## config.mk

```make
export PLATFORM = sky130hd
export DESIGN_NAME = atomrvcore_iccm_arbiter
export DESIGN_NICKNAME = d
export VERILOG_FILES = /design/src/rtl/atomrvcore_iccm_arbiter.sv
export SDC_FILE = /design/constraint.sdc
export NUM_CORES = 1
export LEC_CHECK = 0
export ABC_AREA = 1
export BUFFER_PORTS_ARGS = -buffer_cell sky130_fd_sc_hd__buf_2
export CORE_AREA = 3 3 98 100
export DETAILED_ROUTE_END_ITERATION = 7
export DIE_AREA = 0 0 101 103
export PLACE_DENSITY = 0.58
export SLEW_MARGIN = 0
export SYNTH_ARGS = -nofsm -noshare
export SYNTH_HDL_FRONTEND = slang
export SYNTH_SLANG_ARGS = --single-unit
export TNS_END_PERCENT = 30
```

## constraint.sdc

```tcl
create_clock -name clk_i -period 4.55 [get_ports clk_i]
set_clock_uncertainty 0.1 [all_clocks]
set_input_delay 0.6825 -clock clk_i [delete_from_list [all_inputs] [get_ports clk_i]]
set_output_delay 0.6825 -clock clk_i [all_outputs]
set_load 0.01 [all_outputs]
```

## src/rtl/atomrvcore_iccm_arbiter.sv

```systemverilog
// Purpose : shares the single-port ICCM between instruction fetch (read-only) and the loader/debug port (read/write).
// Latency : grant and memory command are combinational in cycle N; the response appears in cycle N+1.
// Backpressure: requesters hold their request until granted; responses cannot be stalled.
//
// Ports:
//   clk_i, rst_ni           clock (rising edge), asynchronous active-low reset
//   boot_i                  loader owns the ICCM, fetch is blocked
//   f_req_i/f_addr_i        fetch request and byte address; f_gnt_o accepts
//   f_rvalid_o/f_rdata_o/f_err_o   fetch response
//   l_req_i/l_we_i/l_addr_i/l_wdata_i  loader request; l_gnt_o accepts
//   l_rvalid_o/l_rdata_o/l_err_o   loader response
//   mem_re_o/mem_we_o/mem_addr_o/mem_wdata_o/mem_rdata_i  ICCM port (word-indexed)
module atomrvcore_iccm_arbiter #(
    parameter int DATAWIDTH    = 32,
    parameter int ADRESS_BUS   = 20,
    parameter int MAX_LD_BURST = 4
) (
    input  logic                  clk_i,
    input  logic                  rst_ni,
    input  logic                  boot_i,
    input  logic                  f_req_i,
    input  logic [DATAWIDTH-1:0]  f_addr_i,
    output logic                  f_gnt_o,
    output logic                  f_rvalid_o,
    output logic [DATAWIDTH-1:0]  f_rdata_o,
    output logic                  f_err_o,
    input  logic                  l_req_i,
    input  logic                  l_we_i,
    input  logic [DATAWIDTH-1:0]  l_addr_i,
    input  logic [DATAWIDTH-1:0]  l_wdata_i,
    output logic                  l_gnt_o,
    output logic                  l_rvalid_o,
    output logic [DATAWIDTH-1:0]  l_rdata_o,
    output logic                  l_err_o,
    output logic                  mem_re_o,
    output logic                  mem_we_o,
    output logic [ADRESS_BUS-1:0] mem_addr_o,
    output logic [DATAWIDTH-1:0]  mem_wdata_o,
    input  logic [DATAWIDTH-1:0]  mem_rdata_i
);

    localparam logic [3:0] LP_MAX_BURST = 4'(MAX_LD_BURST);

    typedef enum logic [1:0] {
        OWN_NONE   = 2'd0,
        OWN_FETCH  = 2'd1,
        OWN_LOADER = 2'd2
    } owner_e;

    // Word aligned and inside the 2**ADRESS_BUS word window.
    function automatic logic addr_legal(input logic [DATAWIDTH-1:0] a);
        return (a[1:0] == 2'b00) && (a[DATAWIDTH-1:ADRESS_BUS+2] == '0);
    endfunction

    owner_e     r_owner, w_owner_nxt;
    logic       r_err, w_err_nxt;
    logic       r_wr, w_wr_nxt;
    logic [3:0] r_streak, w_streak_nxt;

    logic w_f_gnt, w_l_gnt;
    logic w_f_legal, w_l_legal;
    logic w_streak_max;

    assign w_f_legal    = addr_legal(f_addr_i);
    assign w_l_legal    = addr_legal(l_addr_i);
    assign w_streak_max = (r_streak == LP_MAX_BURST);

    // Loader normally wins a collision; fetch wins once the loader has
    // taken MAX_LD_BURST consecutive grants while fetch was waiting.
    // Grants are gated by reset so nothing is accepted while held in reset.
    always_comb begin
        w_f_gnt = 1'b0;
        w_l_gnt = 1'b0;
        if (rst_ni) begin
            if (boot_i) begin
                w_l_gnt = l_req_i;
            end else if (f_req_i && l_req_i) begin
                if (w_streak_max) w_f_gnt = 1'b1;
                else              w_l_gnt = 1'b1;
            end else begin
                w_f_gnt = f_req_i;
                w_l_gnt = l_req_i;
            end
        end
    end

    assign f_gnt_o = w_f_gnt;
    assign l_gnt_o = w_l_gnt;

    // Only a legal grant touches the memory; illegal grants just produce an error response.
    always_comb begin
        mem_re_o    = 1'b0;
        mem_we_o    = 1'b0;
        mem_addr_o  = '0;
        mem_wdata_o = '0;
        if (w_f_gnt && w_f_legal) begin
            mem_re_o    = 1'b1;
            mem_addr_o  = f_addr_i[ADRESS_BUS+1:2];
            mem_wdata_o = l_wdata_i;
        end else if (w_l_gnt && w_l_legal) begin
            mem_re_o    = ~l_we_i;
            mem_we_o    = l_we_i;
            mem_addr_o  = l_addr_i[ADRESS_BUS+1:2];
            mem_wdata_o = l_wdata_i;
        end
    end

    // Next-state for the response register and starvation counter.
    always_comb begin
        w_owner_nxt  = OWN_NONE;
        w_err_nxt    = 1'b0;
        w_wr_nxt     = 1'b0;
        w_streak_nxt = r_streak;
        if (w_f_gnt) begin
            w_owner_nxt = OWN_FETCH;
            w_err_nxt   = ~w_f_legal;
        end else if (w_l_gnt) begin
            w_owner_nxt = OWN_LOADER;
            w_err_nxt   = ~w_l_legal;
            w_wr_nxt    = l_we_i;
        end
        if (boot_i || !f_req_i || w_f_gnt) begin
            w_streak_nxt = 4'd0;
        end else if (w_l_gnt && !w_streak_max) begin
            w_streak_nxt = r_streak + 4'd1;
        end
    end

    always_ff @(posedge clk_i or negedge rst_ni) begin
        if (!rst_ni) begin
            r_owner  <= OWN_NONE;
            r_err    <= 1'b0;
            r_wr     <= 1'b0;
            r_streak <= 4'd0;
        end else begin
            r_owner  <= w_owner_nxt;
            r_err    <= w_err_nxt;
            r_wr     <= w_wr_nxt;
            r_streak <= w_streak_nxt;
        end
    end

    // Read data is passed straight from the ICCM; writes and errors return zero.
    assign f_rvalid_o = (r_owner == OWN_FETCH);
    assign f_err_o    = f_rvalid_o & r_err;
    assign f_rdata_o  = (f_rvalid_o && !r_err) ? mem_rdata_i : '0;

    assign l_rvalid_o = (r_owner == OWN_LOADER);
    assign l_err_o    = l_rvalid_o & r_err;
    assign l_rdata_o  = (l_rvalid_o && !r_err && !r_wr) ? mem_rdata_i : '0;

endmodule

```

==> Word level (Yosys, flattened, before mapping) <==
Index checks and enable logic that the tools add are counted.
{ "classes": {"n_addsub": 1, "mul": 0, "div": 0, "n_lt_le_gt_ge": 0, "eq_ne": 3, "shift": 0, "n_mux": 26, "bitwise_logic": 5, "reduce_logical": 20} }
{ "op_table": {"columns": ["op", "n"], "rows": [
  ["2-to-1 mux 32 bit", 4],
  ["2-to-1 mux 20 bit", 2],
  ["zero test 10 bit", 2],
  ["2-to-1 mux 1 bit", 16],
  ["logical AND 1 bit", 9],
  ["2-to-1 mux 4 bit", 2],
  ["adder 4 x 1 -> 4 bit, second input constant", 1],
  ["== test 4 x 3 -> 1 bit, second input constant", 1],
  ["zero test 1 bit", 4],
  ["zero test 2 bit", 2],
  ["2-to-1 mux 2 bit", 2],
  ["NOT 1 bit", 3],
  ["AND 1 bit", 2],
  ["== test 2 x 1 -> 1 bit, second input constant", 1],
  ["== test 2 bit, second input constant", 1],
  ["logical OR 1 bit", 2],
  ["nonzero test 2 bit", 1]
]} }
{ "totals": {"register_bits": 8, "latchBits": 0, "ramBits": 0, "romBits": 0, "input_bits": 134, "wordCells": 59, "memories": 0} }

==> Longest topological paths before layout <==
{ "depth": {"ltp_word": 8, "mapped_depth": 9, "ltp_nobuf": 8} }

==> Least setup slack after synthesis <==
OpenSTA, ideal clock, no wires.
{ "synth_timing": {"path_type": "input to output", "from": "input boot_i", "to": "output mem_wdata_o[10]", "arrival_ps": 1583, "path_slack_ps": 2184, "stages": 6, "path_buffers": 1, "cell_sequence": "inv_1 > nand3_1 > a21oi_4 > nand3_4 > buf_6 > a21oi_1"} }
{ "synth_rtl": {"columns": ["element", "line", "source"], "rows": [
  ["start, declared", "20", "input logic boot_i,"],
  ["2-to-1 mux 1 bit", "75", "if (boot_i) begin"],
  ["2-to-1 mux 1 bit", "74", "if (rst_ni) begin"],
  ["via f_gnt_o", "23", "output logic f_gnt_o,"],
  ["logical AND 1 bit", "96", "if (w_f_gnt && w_f_legal) begin"],
  ["2-to-1 mux 32 bit", "96", null],
  ["end, declared", "38", "output logic [DATAWIDTH-1:0] mem_wdata_o,"]
]} }
The timed path passes the listed nets, and every way through them passes these cells.

==> Worst setup path in the final report <==
{ "layout_timing": {"from": "input rst_ni", "to": "output mem_re_o"} }
{ "layout_via": {"elab_chain_len": 4} }
{ "layout_lines": {"columns": ["element", "line", "source"], "rows": [
  ["start, declared", "19", "input logic rst_ni,"],
  ["2-to-1 mux 1 bit", "74", null],
  ["logical AND 1 bit", "100", "end else if (w_l_gnt && w_l_legal) begin"],
  ["2-to-1 mux 1 bit", "100", null],
  ["2-to-1 mux 1 bit (*)", "96", null],
  ["end, declared", "35", "output logic mem_re_o,"]
]} }
Mark *: on every way between the ends. The rest lies on a longest branch, timed or not.

==> results.md <==
| Metric | Value | Unit |
|---|---|---|
| Outcome | completed | - |
| Synthesized area per cell | 4.978 | sq um |
| Number of flip-flops and latches in the synthesized netlist | 8 | - |
| Net Count, Synth | 457 | - |
| Launching element type of the critical path | input pin | - |
| Gr usage total | 0.1154 | - |
| Number of diodes added for antenna fixing | 0 | - |
| Power Dens Cells | 96.04 | nW/um^2 |
| Number of maximum-capacitance constraint violations | 0 | - |
| Cell leakage power | 2.193 | nW |
| Unique masters post-synth | 25 | - |
| CTS tree | yes | - |
| Cells resized by post-CTS repair | 0 | - |
| Number of post-CTS setup repair buffers | 0 | - |
| Clock transition time at the flip-flop clock pins of the worst setup and hold paths | 0.04 | ns |
| Number of instances in the synthesized netlist | 321 | - |
| Max H-tree Level | 1 | - |
| Worst vdd rail ir drop | 0.06488 | mV |
| Die height | 103 | um |
| Latest clock arrival within the worst-skew pair | 0.23 | ns |
| Max Clock Freq | 286.2 | MHz |
| Effective utilization at floorplan | 0.1823 | - |
| Setup Viol. Count Final | 0 | - |
| Number of clock buffers inserted by TritonCTS | 3 | - |
| Worst Setup End Kind | output port | - |
| Worst path arrival time | 2.71 | ns |
| Std-Cell Core Area | 8763 | sq um |
| Buffers from clock root to sink, at most | 2 | - |
| Layout cells sized above 1 | 0.4760 | - |
| Full die area | 10400 | sq um |
| Cell with the most instances after synthesis | sky130_fd_sc_hd__nor2_1 | - |
| Number of nets in the final layout | 701 | - |
| Most instantiated flip-flop cell in the synthesis netlist | sky130_fd_sc_hd__dfrtp_1 | - |
| Leading area contributor after synthesis | sky130_fd_sc_hd__nor2_1 | - |
| Dpl hpwl | 6.550 | mm |
| Most frequent cells after synthesis | sky130_fd_sc_hd__nor2_1 (86), sky130_fd_sc_hd__inv_1 (77), sky130_fd_sc_hd__nand2_1 (57) | - |
| Worst hold slack across all endpoints | 0.2160 | ns |
| Worst Path Max Fanout | 34 | - |
| Path type of the worst min-delay path | input pin to asynchronous set/reset pin | - |
| Final Hold Viols | 0 | - |
| Via count of the first global-routing pass | 2194 | - |
| Routability congestion estimate from global placement | 0.7651 | - |
| Horiz. Die Dim | 101 | um |
| Post-route fraction of the period consumed by the critical path | 0.7680 | - |
| Vias/cell | 3.990 | - |
| Number of antenna violations at the first check in global routing | 0 | - |
| Number of synthesized flops with an enable pin | 0 | - |
| Share of synthesized flip-flops with an asynchronous set or reset | 1.000 | - |
| Master cell of the clock root buffer | sky130_fd_sc_hd__clkbuf_8 | - |
| Shortest clock period the worst path allows after layout | 3.495 | ns |
| Total Negative Setup Slacks | 0 | ns |
| Crit Path Class | input pin to output port | - |
| Actual slew at the worst max-slew pin | 0.9838 | ns |
| Signed area change from the synthesized netlist to the final layout | 84.03 | % |
| Clk sinks | 8 | - |
| Number of max-slew violations in the final report | 0 | - |
| TritonRoute pass-1 iters | 4 | - |
| Netlist Area Pre-Place | 1598 | sq um |
| Count of routing violations after the opening detailed-route iteration | 67 | - |
| Total wire length after detailed routing | 7.464 | mm |
| Yosys top cell area share | 0.2020 | - |
| Data required time of the worst path | 3.77 | ns |
| Setup repair after global routing missed its margin | no | - |
| First-pass GRT wire length | 9.894 | mm |
| Worst max-slew margin expressed relative to the limit | 0.3426 | - |
| DRC Markers | 0 | - |
| Count of pins on the block boundary | 258 | - |
| Total gr overflow | 0 | - |
| Fraction of the yosys area taken by sequential cells | 0.1253 | - |
| Vias after detailed routing | 2677 | - |
| Maximum number of pins on one net before global-route repair | 35 | - |
| Antenna Violating Nets Remaining | 0 | - |
| Number of standard-cell rows in the floorplan | 34 | - |
| Total of hold buffers inserted after clock tree synthesis | 0 | - |
| Yosys synthesis warning count | 0 | - |
| Mean routed wirelength per cell | 11.12 | um |
| IO buf count | 257 | - |
| Cell types occupying the most area after synthesis | sky130_fd_sc_hd__nor2_1 (20%), sky130_fd_sc_hd__inv_1 (18%), sky130_fd_sc_hd__nand2_1 (13%), sky130_fd_sc_hd__dfrtp_1 (13%), sky130_fd_sc_hd__a21oi_1 (10%) | - |
==> routing by layer <==
| layer | up-vias | wire [um] | global-route usage | share of wire |
|---|---|---|---|---|
| li1 | 1424 | - | - | - |
| met1 | 1097 | 2881 | 0.1378 | 0.39 |
| met2 | 154 | 3822 | 0.2243 | 0.51 |
| met3 | 2 | 735 | 0.01421 | 0.098 |
| met4 | 0 | 25 | 0.01636 | 0.0033 |
| met5 | - | 0 | 0 | 0 |
==> sequential cells by signal (all words and copies together), names as in the netlist <==
signal	flops
r_wr	1
r_err	1
r_streak	4
r_owner	2
==> report_power, final <==
group	switching, mW	leakage [nW]	internal, mW
clock network	0.0272	0.0216	0.0572
logic	0.0621	2.06	0.0612
registers	0.00122	0.108	0.0734
==> through the flow <==
stage / util / setup WS, ns / area [sq um] / std cells / power [mW]
2_1_floorplan: - / 2.184 / 1598 / 321 / 0.1214
3_3_place_gp: 0.3308 / 1.104 / 2899 / 668 / 0.1985
3_5_place_dp: 0.3308 / 1.044 / 2899 / 668 / 0.1998
4_1_cts: 0.3355 / 1.006 / 2940 / 671 / 0.2844
5_1_grt: 0.3355 / 0.7417 / 2940 / 671 / 0.3004
6_report: 0.3355 / 1.055 / 2940 / 671 / 0.2824
==> final timing paths <==
| kind | from | to | slack [ns] | cells after the start |
|---|---|---|---|---|
| max in group asynchronous | rst_ni | r_owner[1] | 3.93 | 1 |
| hold / removal | rst_ni | r_streak[1] | 0.22 | 1 |
| hold reg to reg | r_streak[3] | r_streak[3] | 0.44 | 2 |
| setup / recovery | rst_ni | mem_re_o | 1.06 | 6 |
| setup reg to reg | r_streak[0] | r_err | 2.72 | 7 |
| min in group clk_i | r_streak[3] | r_streak[3] | 0.44 | 2 |
==> area by class of cell <==
| class | instances | area, sq um |
|---|---|---|
| Timing Repair Buffer | 257 | 1286 |
| Clock buffer | 3 | 41.29 |
| Tap cell | 108 | 135.1 |
| Fill cell | 988 | 5823 |
| Inverter | 78 | 292.8 |
| Sequential cell | 8 | 200.2 |
| Multi-Input combinational cell | 217 | 984.7 |
==> critical path: stages <==
cell and delay [ns]:
sky130_fd_sc_hd__buf_2 0.24, sky130_fd_sc_hd__nand2_1 0.15, sky130_fd_sc_hd__nor2_4 0.47, sky130_fd_sc_hd__nand3_2 0.63, sky130_fd_sc_hd__o21ai_0 0.35, sky130_fd_sc_hd__buf_2 0.18
==> cells in the final DEF, fill, tap and decap left out, drive strengths merged <==
| cell | count |
|---|---|
| dfrtp | 8 |
| nor3 | 2 |
| nor3b | 1 |
| inv | 78 |
| a21oi | 33 |
| nand3 | 24 |
| o22ai | 1 |
| xor2 | 2 |
| nand2 | 57 |
| ha | 2 |
| o21ai | 3 |
| nor2 | 88 |
| clkbuf | 3 |
| and2 | 2 |
| buf | 257 |
| nand4 | 2 |
==> kinds of logic (layout without fill, tap and decap cells) <==
kind of cell	Yosys count	in the layout	share of synthesized area
simple gates	176	176	0.4659
buf+inv	96	338	0.2584
compound gates	37	37	0.1237
flops	8	8	0.1253
fa+ha+maj	2	2	0.01566
xor+xnor	2	2	0.01097
No activity file was read; power rests on OpenSTA's default activity.
